--- config.mk ---
export PLATFORM = sky130hd
export DESIGN_NAME = psychic5_video_capture
export DESIGN_NICKNAME = d
export VERILOG_FILES = /design/src/rtl/psychic5_video_capture.sv
export SDC_FILE = /design/constraint.sdc
export NUM_CORES = 1
export LEC_CHECK = 0
export ABC_AREA = 1
export CAP_MARGIN = 20
export CORE_MARGIN = 10
export CORE_UTILIZATION = 52
export DETAILED_ROUTE_END_ITERATION = 7
export PLACE_DENSITY = 0.79
export SYNTH_ARGS = -nofsm -noshare
export SYNTH_HDL_FRONTEND = slang
export SYNTH_SLANG_ARGS = --single-unit
--- constraint.sdc ---
create_clock -name i_EMU_MCLK -period 2.56 [get_ports i_EMU_MCLK]
set_input_delay 0.768 -clock i_EMU_MCLK [delete_from_list [all_inputs] [get_ports i_EMU_MCLK]]
set_output_delay 0.768 -clock i_EMU_MCLK [all_outputs]
set_load 0.03 [all_outputs]
--- src/rtl/psychic5_video_capture.sv ---
// rtl/psychic5_video_capture.sv - Psychic5 active-window capture into a FWFT pixel stream with SOF/EOL/EOF markers
module psychic5_video_capture #(
  parameter logic [8:0] H_ACT_START  = 9'd128,
  parameter int         H_ACT_WIDTH  = 256,
  parameter logic [8:0] V_ACT_START  = 9'd16,
  parameter int         V_ACT_HEIGHT = 224,
  parameter int         FIFO_DEPTH   = 16
) (
  input  logic        i_EMU_MCLK,
  input  logic        i_EMU_RST,
  input  logic        i_EMU_CLK6MPCEN_n,
  input  logic [8:0]  i_HCOUNTER,
  input  logic [8:0]  i_VCOUNTER,
  input  logic [11:0] i_VIDEODATA,
  input  logic        i_ENABLE,
  output logic [11:0] o_PX_DATA,
  output logic        o_PX_SOF,
  output logic        o_PX_EOL,
  output logic        o_PX_EOF,
  output logic        o_PX_VALID,
  input  logic        i_PX_READY,
  output logic        o_OVERFLOW,
  output logic [7:0]  o_FRAME_CNT,
  output logic        o_BUSY
);

  localparam int AW = $clog2(FIFO_DEPTH);
  localparam logic [AW:0] FULL_CNT = (AW+1)'(FIFO_DEPTH);

  // Window bounds widened to 10 bits so start+width never wraps
  localparam logic [9:0] H_LO = {1'b0, H_ACT_START};
  localparam logic [9:0] H_HI = H_LO + 10'(H_ACT_WIDTH);
  localparam logic [9:0] V_LO = {1'b0, V_ACT_START};
  localparam logic [9:0] V_HI = V_LO + 10'(V_ACT_HEIGHT);

  typedef enum logic [1:0] {ST_IDLE, ST_ARMED, ST_CAPTURE, ST_DROP} state_t;
  state_t state;

  logic        strobe;
  logic [9:0]  h10, v10;
  logic        in_win, at_sof, at_eol, at_eof;
  logic [14:0] push_word;

  logic        push_req, push_ok, push_lost, pop, full;
  logic [14:0] mem [FIFO_DEPTH];
  logic [AW-1:0] wr_ptr, rd_ptr, rd_ptr_next;
  logic [AW:0]   count, count_after_pop, count_next;
  logic [14:0] out_word, out_next;

  assign strobe    = ~i_EMU_CLK6MPCEN_n;
  assign h10       = {1'b0, i_HCOUNTER};
  assign v10       = {1'b0, i_VCOUNTER};
  assign in_win    = (h10 >= H_LO) && (h10 < H_HI) && (v10 >= V_LO) && (v10 < V_HI);
  assign at_sof    = (h10 == H_LO) && (v10 == V_LO);
  assign at_eol    = (h10 == H_HI - 10'd1);
  assign at_eof    = at_eol && (v10 == V_HI - 10'd1);
  assign push_word = {at_eof, at_eol, at_sof, i_VIDEODATA};

  assign o_PX_DATA = out_word[11:0];
  assign o_PX_SOF  = out_word[12];
  assign o_PX_EOL  = out_word[13];
  assign o_PX_EOF  = out_word[14];

  // Push request per state, FIFO occupancy arithmetic and next head word
  always_comb begin
    push_req = 1'b0;
    case (state)
      ST_ARMED, ST_DROP: push_req = strobe && i_ENABLE && at_sof;
      ST_CAPTURE:        push_req = strobe && in_win;
      default:           push_req = 1'b0;
    endcase
    pop             = o_PX_VALID && i_PX_READY;
    full            = (count == FULL_CNT);
    push_ok         = push_req && (!full || pop);
    push_lost       = push_req && full && !pop;
    count_after_pop = count - (AW+1)'(pop);
    count_next      = count_after_pop + (AW+1)'(push_ok);
    rd_ptr_next     = rd_ptr + AW'(pop);
    // An empty FIFO takes the head straight from the word being written
    out_next = 15'd0;
    if (count_after_pop != '0)
      out_next = mem[rd_ptr_next];
    else if (push_ok)
      out_next = push_word;
  end

  // FIFO storage, written only on accepted pushes
  always_ff @(posedge i_EMU_MCLK) begin
    if (push_ok)
      mem[wr_ptr] <= push_word;
  end

  // FIFO pointers, count and registered head word / valid
  always_ff @(posedge i_EMU_MCLK) begin
    if (i_EMU_RST) begin
      wr_ptr     <= '0;
      rd_ptr     <= '0;
      count      <= '0;
      out_word   <= '0;
      o_PX_VALID <= 1'b0;
    end else begin
      if (push_ok)
        wr_ptr <= wr_ptr + AW'(1);
      rd_ptr     <= rd_ptr_next;
      count      <= count_next;
      out_word   <= out_next;
      o_PX_VALID <= (count_next != '0);
    end
  end

  // Capture state machine with frame counter, sticky overflow and busy flag
  always_ff @(posedge i_EMU_MCLK) begin
    if (i_EMU_RST) begin
      state       <= ST_IDLE;
      o_BUSY      <= 1'b0;
      o_OVERFLOW  <= 1'b0;
      o_FRAME_CNT <= 8'd0;
    end else begin
      case (state)
        ST_IDLE: begin
          if (i_ENABLE)
            state <= ST_ARMED;
        end
        ST_ARMED: begin
          if (!i_ENABLE) begin
            state <= ST_IDLE;
          end else if (push_ok) begin
            state  <= ST_CAPTURE;
            o_BUSY <= 1'b1;
          end else if (push_lost) begin
            state      <= ST_DROP;
            o_OVERFLOW <= 1'b1;
          end
        end
        ST_CAPTURE: begin
          if (push_lost) begin
            state      <= ST_DROP;
            o_BUSY     <= 1'b0;
            o_OVERFLOW <= 1'b1;
          end else if (push_ok && at_eof) begin
            o_FRAME_CNT <= o_FRAME_CNT + 8'd1;
            o_BUSY      <= 1'b0;
            state       <= i_ENABLE ? ST_ARMED : ST_IDLE;
          end
        end
        ST_DROP: begin
          // Discard everything until a SOF sample realigns us to a frame
          if (strobe && at_sof && !i_ENABLE) begin
            state <= ST_IDLE;
          end else if (push_ok) begin
            state  <= ST_CAPTURE;
            o_BUSY <= 1'b1;
          end else if (push_lost) begin
            o_OVERFLOW <= 1'b1;
          end
        end
        default: begin
          state  <= ST_IDLE;
          o_BUSY <= 1'b0;
        end
      endcase
    end
  end

endmodule

==> results of run 1 <==
Yosys cell counts, types with 5 or more instances:
master	instances	area (sq um)
inv_1	36	135
o21ai_1	42	210
edfxtp_1	240	7210
a21oi_1	23	115
nand2_1	74	278
ha_1	11	138
o211ai_1	15	113
xor2_1	9	78.8
inv_2	10	37.5
nand3_1	28	140
dfxtp_1	41	821
buf_2	12	60.1
o221ai_1	17	149
o22ai_1	43	269
clkbuf_1	35	131
nand4_1	10	62.6
nand3_2	6	60.1
o21ai_0	111	556
nor2_1	191	717
a21oi_2	5	43.8
sequential cells by signal, indices dropped and copies added (netlist names), 2 cells and up:
name and flops:
mem 240, out_word 15, o_FRAME_CNT 8, count 5
rd_ptr 4, wr_ptr 4, state 2
power groups by stage:
stage	logic (uW)	clock network (uW)	registers, uW
floorplan	1940	0	5530
finish	3920	3890	5290
detailed placement	3740	0	5380
global placement	3650	0	5380
CTS	3800	3920	5280
global route	4180	4120	5290
cell type report:
class                      count  area (sq um)  area share
tap                          280           350      0.0241
clock inverter                19           165      0.0114
clock buffer                  31           701      0.0483
sequential                   281          8030       0.553
inverter                      48           186      0.0128
multi-input combinational    613          3240       0.223
timing repair buffer         190          1850       0.127
logic make-up after synthesis:
group / after synthesis / synth area share
flops: 281 / 0.691
fa+ha+maj: 11 / 0.0119
xor+xnor: 15 / 0.0126
buf+inv: 101 / 0.0366
compound gates: 259 / 0.127
simple gates: 328 / 0.120
worst paths after layout:
path	depth (start not counted)	end
worst max-delay path	13	out_word[8]$_SDFF_PP0_
worst min-delay path	2	o_FRAME_CNT[4]$_SDFFE_PP0P_
worst max register to register	12	out_word[8]$_SDFF_PP0_
worst min register to register	2	o_FRAME_CNT[4]$_SDFFE_PP0P_
per-layer routing:
layer  up-vias  share of wire
met5         -              0
met4         0          0.040
met3        81          0.092
met2       488           0.50
met1      4178           0.37
li1       3923              -
repair_timing:
item,in CTS,in global routing
buffers inserted,0,2
endpoints found under the setup margin,7,81
cloned,0,1
pin swaps,0,11
gates resized for setup,3,24
stage by stage:
| step | util | setup slack [ns] | cell area [sq um] | hold WS, ns | power [uW] |
|---|---|---|---|---|---|
| 4_1_cts | 0.657 | 0.0326 | 14400 | 0.486 | 13000 |
| 5_1_grt | 0.663 | -0.0325 | 14500 | 0.512 | 13600 |
| 3_5_place_dp | 0.618 | -0.540 | 13500 | 0.476 | 9120 |
| 6_report | 0.663 | 0.0746 | 14500 | 0.487 | 13100 |
| 2_1_floorplan | - | -0.199 | 11600 | 0.471 | 7470 |
| 3_3_place_gp | 0.618 | -0.479 | 13500 | 0.468 | 9030 |
critical path, cell delays in order:
cell and delay (ns):
clkdlybuf4s50_1 0.39, nand2_1 0.06, inv_1 0.08, ha_1 0.21, ha_1 0.20, or2_1 0.21, and2_4 0.14, nor3_2 0.11
nand2_1 0.11, nor2_4 0.13, buf_4 0.22, nand3_1 0.14, a21oi_2 0.19
==> impl_metrics.json, run 1 <==
{
  "initial_core_util": 0.530,
  "synthArstFlopShare": 0,
  "drtIter0Drc": 1131,
  "via_per_inst": 5.93,
  "syn_area_per_cell_sq_um": 11.7,
  "ys_ff_latch": 281,
  "maxCapViolCount": 0,
  "first_global_vias": 8525,
  "diodes": 0,
  "clock-sinks": 281,
  "internal-power_uw": 8870,
  "cts_buffers": 27,
  "hpwl_um": 20400,
  "fin_crit_ns": 2.49,
  "cp_data_required_time_ns": 3.03,
  "cts_hold_buf": 0,
  "clock_power_share": 0.297,
  "first_pass_iters": 5,
  "switching_share": 0.323,
  "pwr-share-comb": 0.299,
  "ant_nets": 0,
  "ys_seq_area_frac": 0.691,
  "layout.nets": 1207,
  "synth_cell_types": 42,
  "final_common_cell": "edfxtp_1",
  "clkTransAtPathRegs_ns": 0.06,
  "p_sw_uw": 4230,
  "crit_type": "in2reg",
  "relSlewSlack": 0.506,
  "drc_errors": 0,
  "grt.total_usage": 0.206,
  "fmax_mhz": 402,
  "die_area_sq_mm": 0.0287,
  "gp_congestion": 0.942,
  "worstPathMaxFanout": 7,
  "setup_viol_count_final": 0,
  "num_rows": 54,
  "final_cells": 1462,
  "reg2reg_setup_slack_ns": 0.39,
  "synthCells": 995,
  "r2r_start": "o_PX_VALID$_SDFF_PP0_",
  "synth_edf_count": 240,
  "h-tree-depth": 1,
  "drv_slew": 0,
  "netlist_area_sq_mm": 0.0116,
  "final_cell_mix": "240 x edfxtp_1, 181 x nor2_1, 110 x o21ai_0",
  "cts_buffer_depth": 3,
  "cts_tree": "yes",
  "busiest_layer": "met2",
  "syn-num-nets": 1041,
  "ioPinCount": 61,
  "die_y_um": 169,
  "wire_per_inst_um": 21.3,
  "core_sq_mm": 0.0219,
  "startpoint_type": "input port",
  "cp-end-kind": "flop",
  "grt_pass1_wl_um": 47100,
  "worstPathArrival_ns": 2.95,
  "die_w_um": 169,
  "drive_gt1_frac": 0.186,
  "grt_max_degree": 47,
  "n_fill_cell": 1514,
  "startpoint": "i_PX_READY",
  "gr-usage-met2": 0.347,
  "ys.flop_type": "edfxtp_1",
  "clock_skew_ns": 0.00545,
  "cts-root-buf": "clkbuf_16",
  "grt.met1_usage": 0.260,
  "fin_setup_tns_ns": 0,
  "synth_warnings": 0,
  "finalCritPeriodShare": 0.971,
  "hold_violations": 0,
  "syn_to_final_growth_pct": 25.0,
  "gr-total-overflow": 0,
  "status": "finished clean",
  "place_inst": 1409,
  "min-delay-start": "o_FRAME_CNT[4]$_SDFFE_PP0P_",
  "portBuffers": 60,
  "cellLeakagePower_uw": 0.00513,
  "tightest_slew_ns": 0.738,
  "gr-usage-met3": 0.0280,
  "min_path_type": "reg2reg",
  "p_per_area_mw_per_mm2": 903,
  "antenna_found_initial": 0,
  "insertion_delay_ns": 0.53,
  "peakVddDrop_mv": 0.700,
  "power_frac_seq": 0.404,
  "vias": 8670,
  "wirelength_um": 31200
}
Power figures use the tool's default switching activity.
==> inputs of run 2 (changes only) <==
Settings changed: SKIP_LAST_GASP set to 1.
==> run 2 against run 1 <==
  * First-iteration DRC count decreased by 0.18%
  * Global-route usage stayed put
  * Critical path type unchanged
  * Clock power hardly changed
  * Sequential cell count did not move
  * Sequential share of layout area stayed put
  * Largest cell class unchanged
  * Non-clock buffer count unchanged
  * Count of clock-buffer cells in the layout stayed put
  * Critical endpoint unchanged
  * Hold slack about the same
==> impl_metrics.json, run 2 (synthesized netlist as in run 1, its figures left out) <==
{
  "status": "finished clean",
  "portBuffers": 60,
  "clock_skew_ns": 0.0106,
  "p_sw_uw": 4220,
  "ant_nets": 0,
  "pwr-share-comb": 0.299,
  "power_frac_seq": 0.404,
  "peakVddDrop_mv": 0.701,
  "largest_register_ffs": 240,
  "clock_power_share": 0.297,
  "vias": 8751,
  "crit_type": "in2reg",
  "first_global_vias": 8525,
  "relSlewSlack": 0.506,
  "diodes": 0,
  "tightest_slew_ns": 0.738,
  "crit_chain": "clkdlybuf4s50_1 -> nand2_1 -> inv_2 -> ha_4 -> buf_4 -> buf_12 -> buf_4 -> o21ai_0 -> o22ai_1 -> o21ai_0 -> o21ai_1 -> nand2_1 -> a21oi_1",
  "fmax_mhz": 402,
  "final_core_util": 0.663,
  "seq_area_sq_mm": 0.00803,
  "syn_to_final_growth_pct": 25.0,
  "insertion_delay_ns": 0.54,
  "cp_data_required_time_ns": 2.97,
  "cts_hold_buf": 0,
  "critPathSlowestCell": "clkdlybuf4s50_1",
  "hpwl_um": 20400,
  "wirelength_um": 31100,
  "fin_setup_tns_ns": 0,
  "drc_errors": 0,
  "h-tree-depth": 1,
  "drtIter0Drc": 1129,
  "slowest_delay_ns": 0.45,
  "setup_viol_count_final": 0,
  "grt.total_usage": 0.206,
  "final_common_cell": "edfxtp_1",
  "min_path_type": "reg2reg",
  "grt_setup_unrepaired": "true",
  "cts_buffer_depth": 3,
  "switching_share": 0.322,
  "largest-register": "mem",
  "cts-root-buf": "clkbuf_16",
  "n_fill_cell": 1515,
  "via_per_inst": 5.99,
  "drive_gt1_frac": 0.186,
  "cellLeakagePower_uw": 0.00513,
  "finalCritPeriodShare": 0.972,
  "die_area_sq_mm": 0.0287,
  "drv_slew": 0,
  "fin_crit_ns": 2.49,
  "startpoint_type": "input port",
  "clkTransAtPathRegs_ns": 0.06,
  "multi_input_area_sq_mm": 0.00323,
  "grt_max_degree": 47,
  "p_per_area_mw_per_mm2": 902,
  "first_pass_iters": 5,
  "grt_pass1_wl_um": 47100,
  "cts_tree": "yes",
  "internal-power_uw": 8870,
  "die_y_um": 169,
  "layout.nets": 1207,
  "core_sq_mm": 0.0219,
  "maxCapViolCount": 0,
  "worstPathArrival_ns": 2.89,
  "gr-total-overflow": 0,
  "wire_per_inst_um": 21.3,
  "worstPathMaxFanout": 39,
  "clock-sinks": 281,
  "cp-end-kind": "flop",
  "initial_core_util": 0.530,
  "largest_registers": "mem: 240 flops, out_word: 15 flops, o_FRAME_CNT: 8 flops",
  "ioPinCount": 61,
  "gp_congestion": 0.942,
  "die_w_um": 169,
  "num_rows": 54,
  "hold_violations": 0,
  "antenna_found_initial": 0,
  "final_cell_mix": "240 x edfxtp_1, 181 x nor2_1, 111 x o21ai_0",
  "cts_buffers": 27
}
run 2: what timing repair did:
item / 4_1_cts / 5_1_grt
resized for setup: 2 / 25
setup endpoints to repair: 7 / 82
pin swaps: 0 / 13
buffers inserted: 0 / 2
cloned: 0 / 1
endpoints found under the hold margin: 0 / 0
run 2: layer usage:
layer  routed length (um)  track usage  vias up  part of all wire
li1                     -            -     3936                 -
met2                15300        0.347      541              0.49
met5                    0            0        -                 0
met4                 1280       0.0931        0             0.041
met1                11600        0.260     4186              0.37
met3                 2920       0.0280       88             0.094
run 2: final cells by class:
| cell class | instances | area share |
|---|---|---|
| Tap cell | 280 | 0.0241 |
| Sequential cell | 281 | 0.553 |
| Multi-Input combinational cell | 613 | 0.223 |
| Clock inverter | 19 | 0.0114 |
| Clock buffer | 31 | 0.0483 |
| Inverter | 48 | 0.0128 |
| Timing Repair Buffer | 190 | 0.127 |
run 2: worst max-delay path, delay by kind of cell:
kind	cells	cell delay (ns)
AOI/OAI and AO/OA	5	0.71
buffers and inverters	5	1.03
and+or+nand+nor	2	0.13
adders and majority gates	1	0.22
run 2: power groups by stage:
stage | sequential [uW] | combinational, uW | clock, uW
after floorplan | 5530 | 1940 | 0
after global placement | 5380 | 3650 | 0
after detailed placement | 5380 | 3740 | 0
after CTS | 5280 | 3800 | 3920
after global routing | 5290 | 4170 | 4120
final | 5290 | 3910 | 3890
run 2: worst paths after layout:
kind,from,to,slack (ns),cells past startpoint
worst min-delay path,o_FRAME_CNT[4]$_SDFFE_PP0P_,o_FRAME_CNT[4]$_SDFFE_PP0P_,0.49,2
worst min register to register,o_FRAME_CNT[4]$_SDFFE_PP0P_,o_FRAME_CNT[4]$_SDFFE_PP0P_,0.49,2
worst max-delay path,i_PX_READY,out_word[8]$_SDFF_PP0_,0.07,13
worst max register to register,count[3]$_SDFF_PP0_,o_PX_VALID$_SDFF_PP0_,0.40,12
run 2: per-stage QoR:
stage	total power (uW)	instances	instance area (sq um)	worst slack (ns)	hold WS, ns
floorplan	7470	995	11600	-0.199	0.471
global placement	9030	1409	13500	-0.479	0.468
detailed placement	9120	1409	13500	-0.540	0.476
CTS	13000	1459	14400	-0.000302	0.486
global route	13600	1462	14500	-0.0147	0.512
finish	13100	1462	14500	0.0729	0.487
==> inputs of run 3 (changes only) <==
Settings changed: SLEW_MARGIN set to 10.
==> results of run 3 <==
Final layout, timing and power as in run 2 (identical DEF).
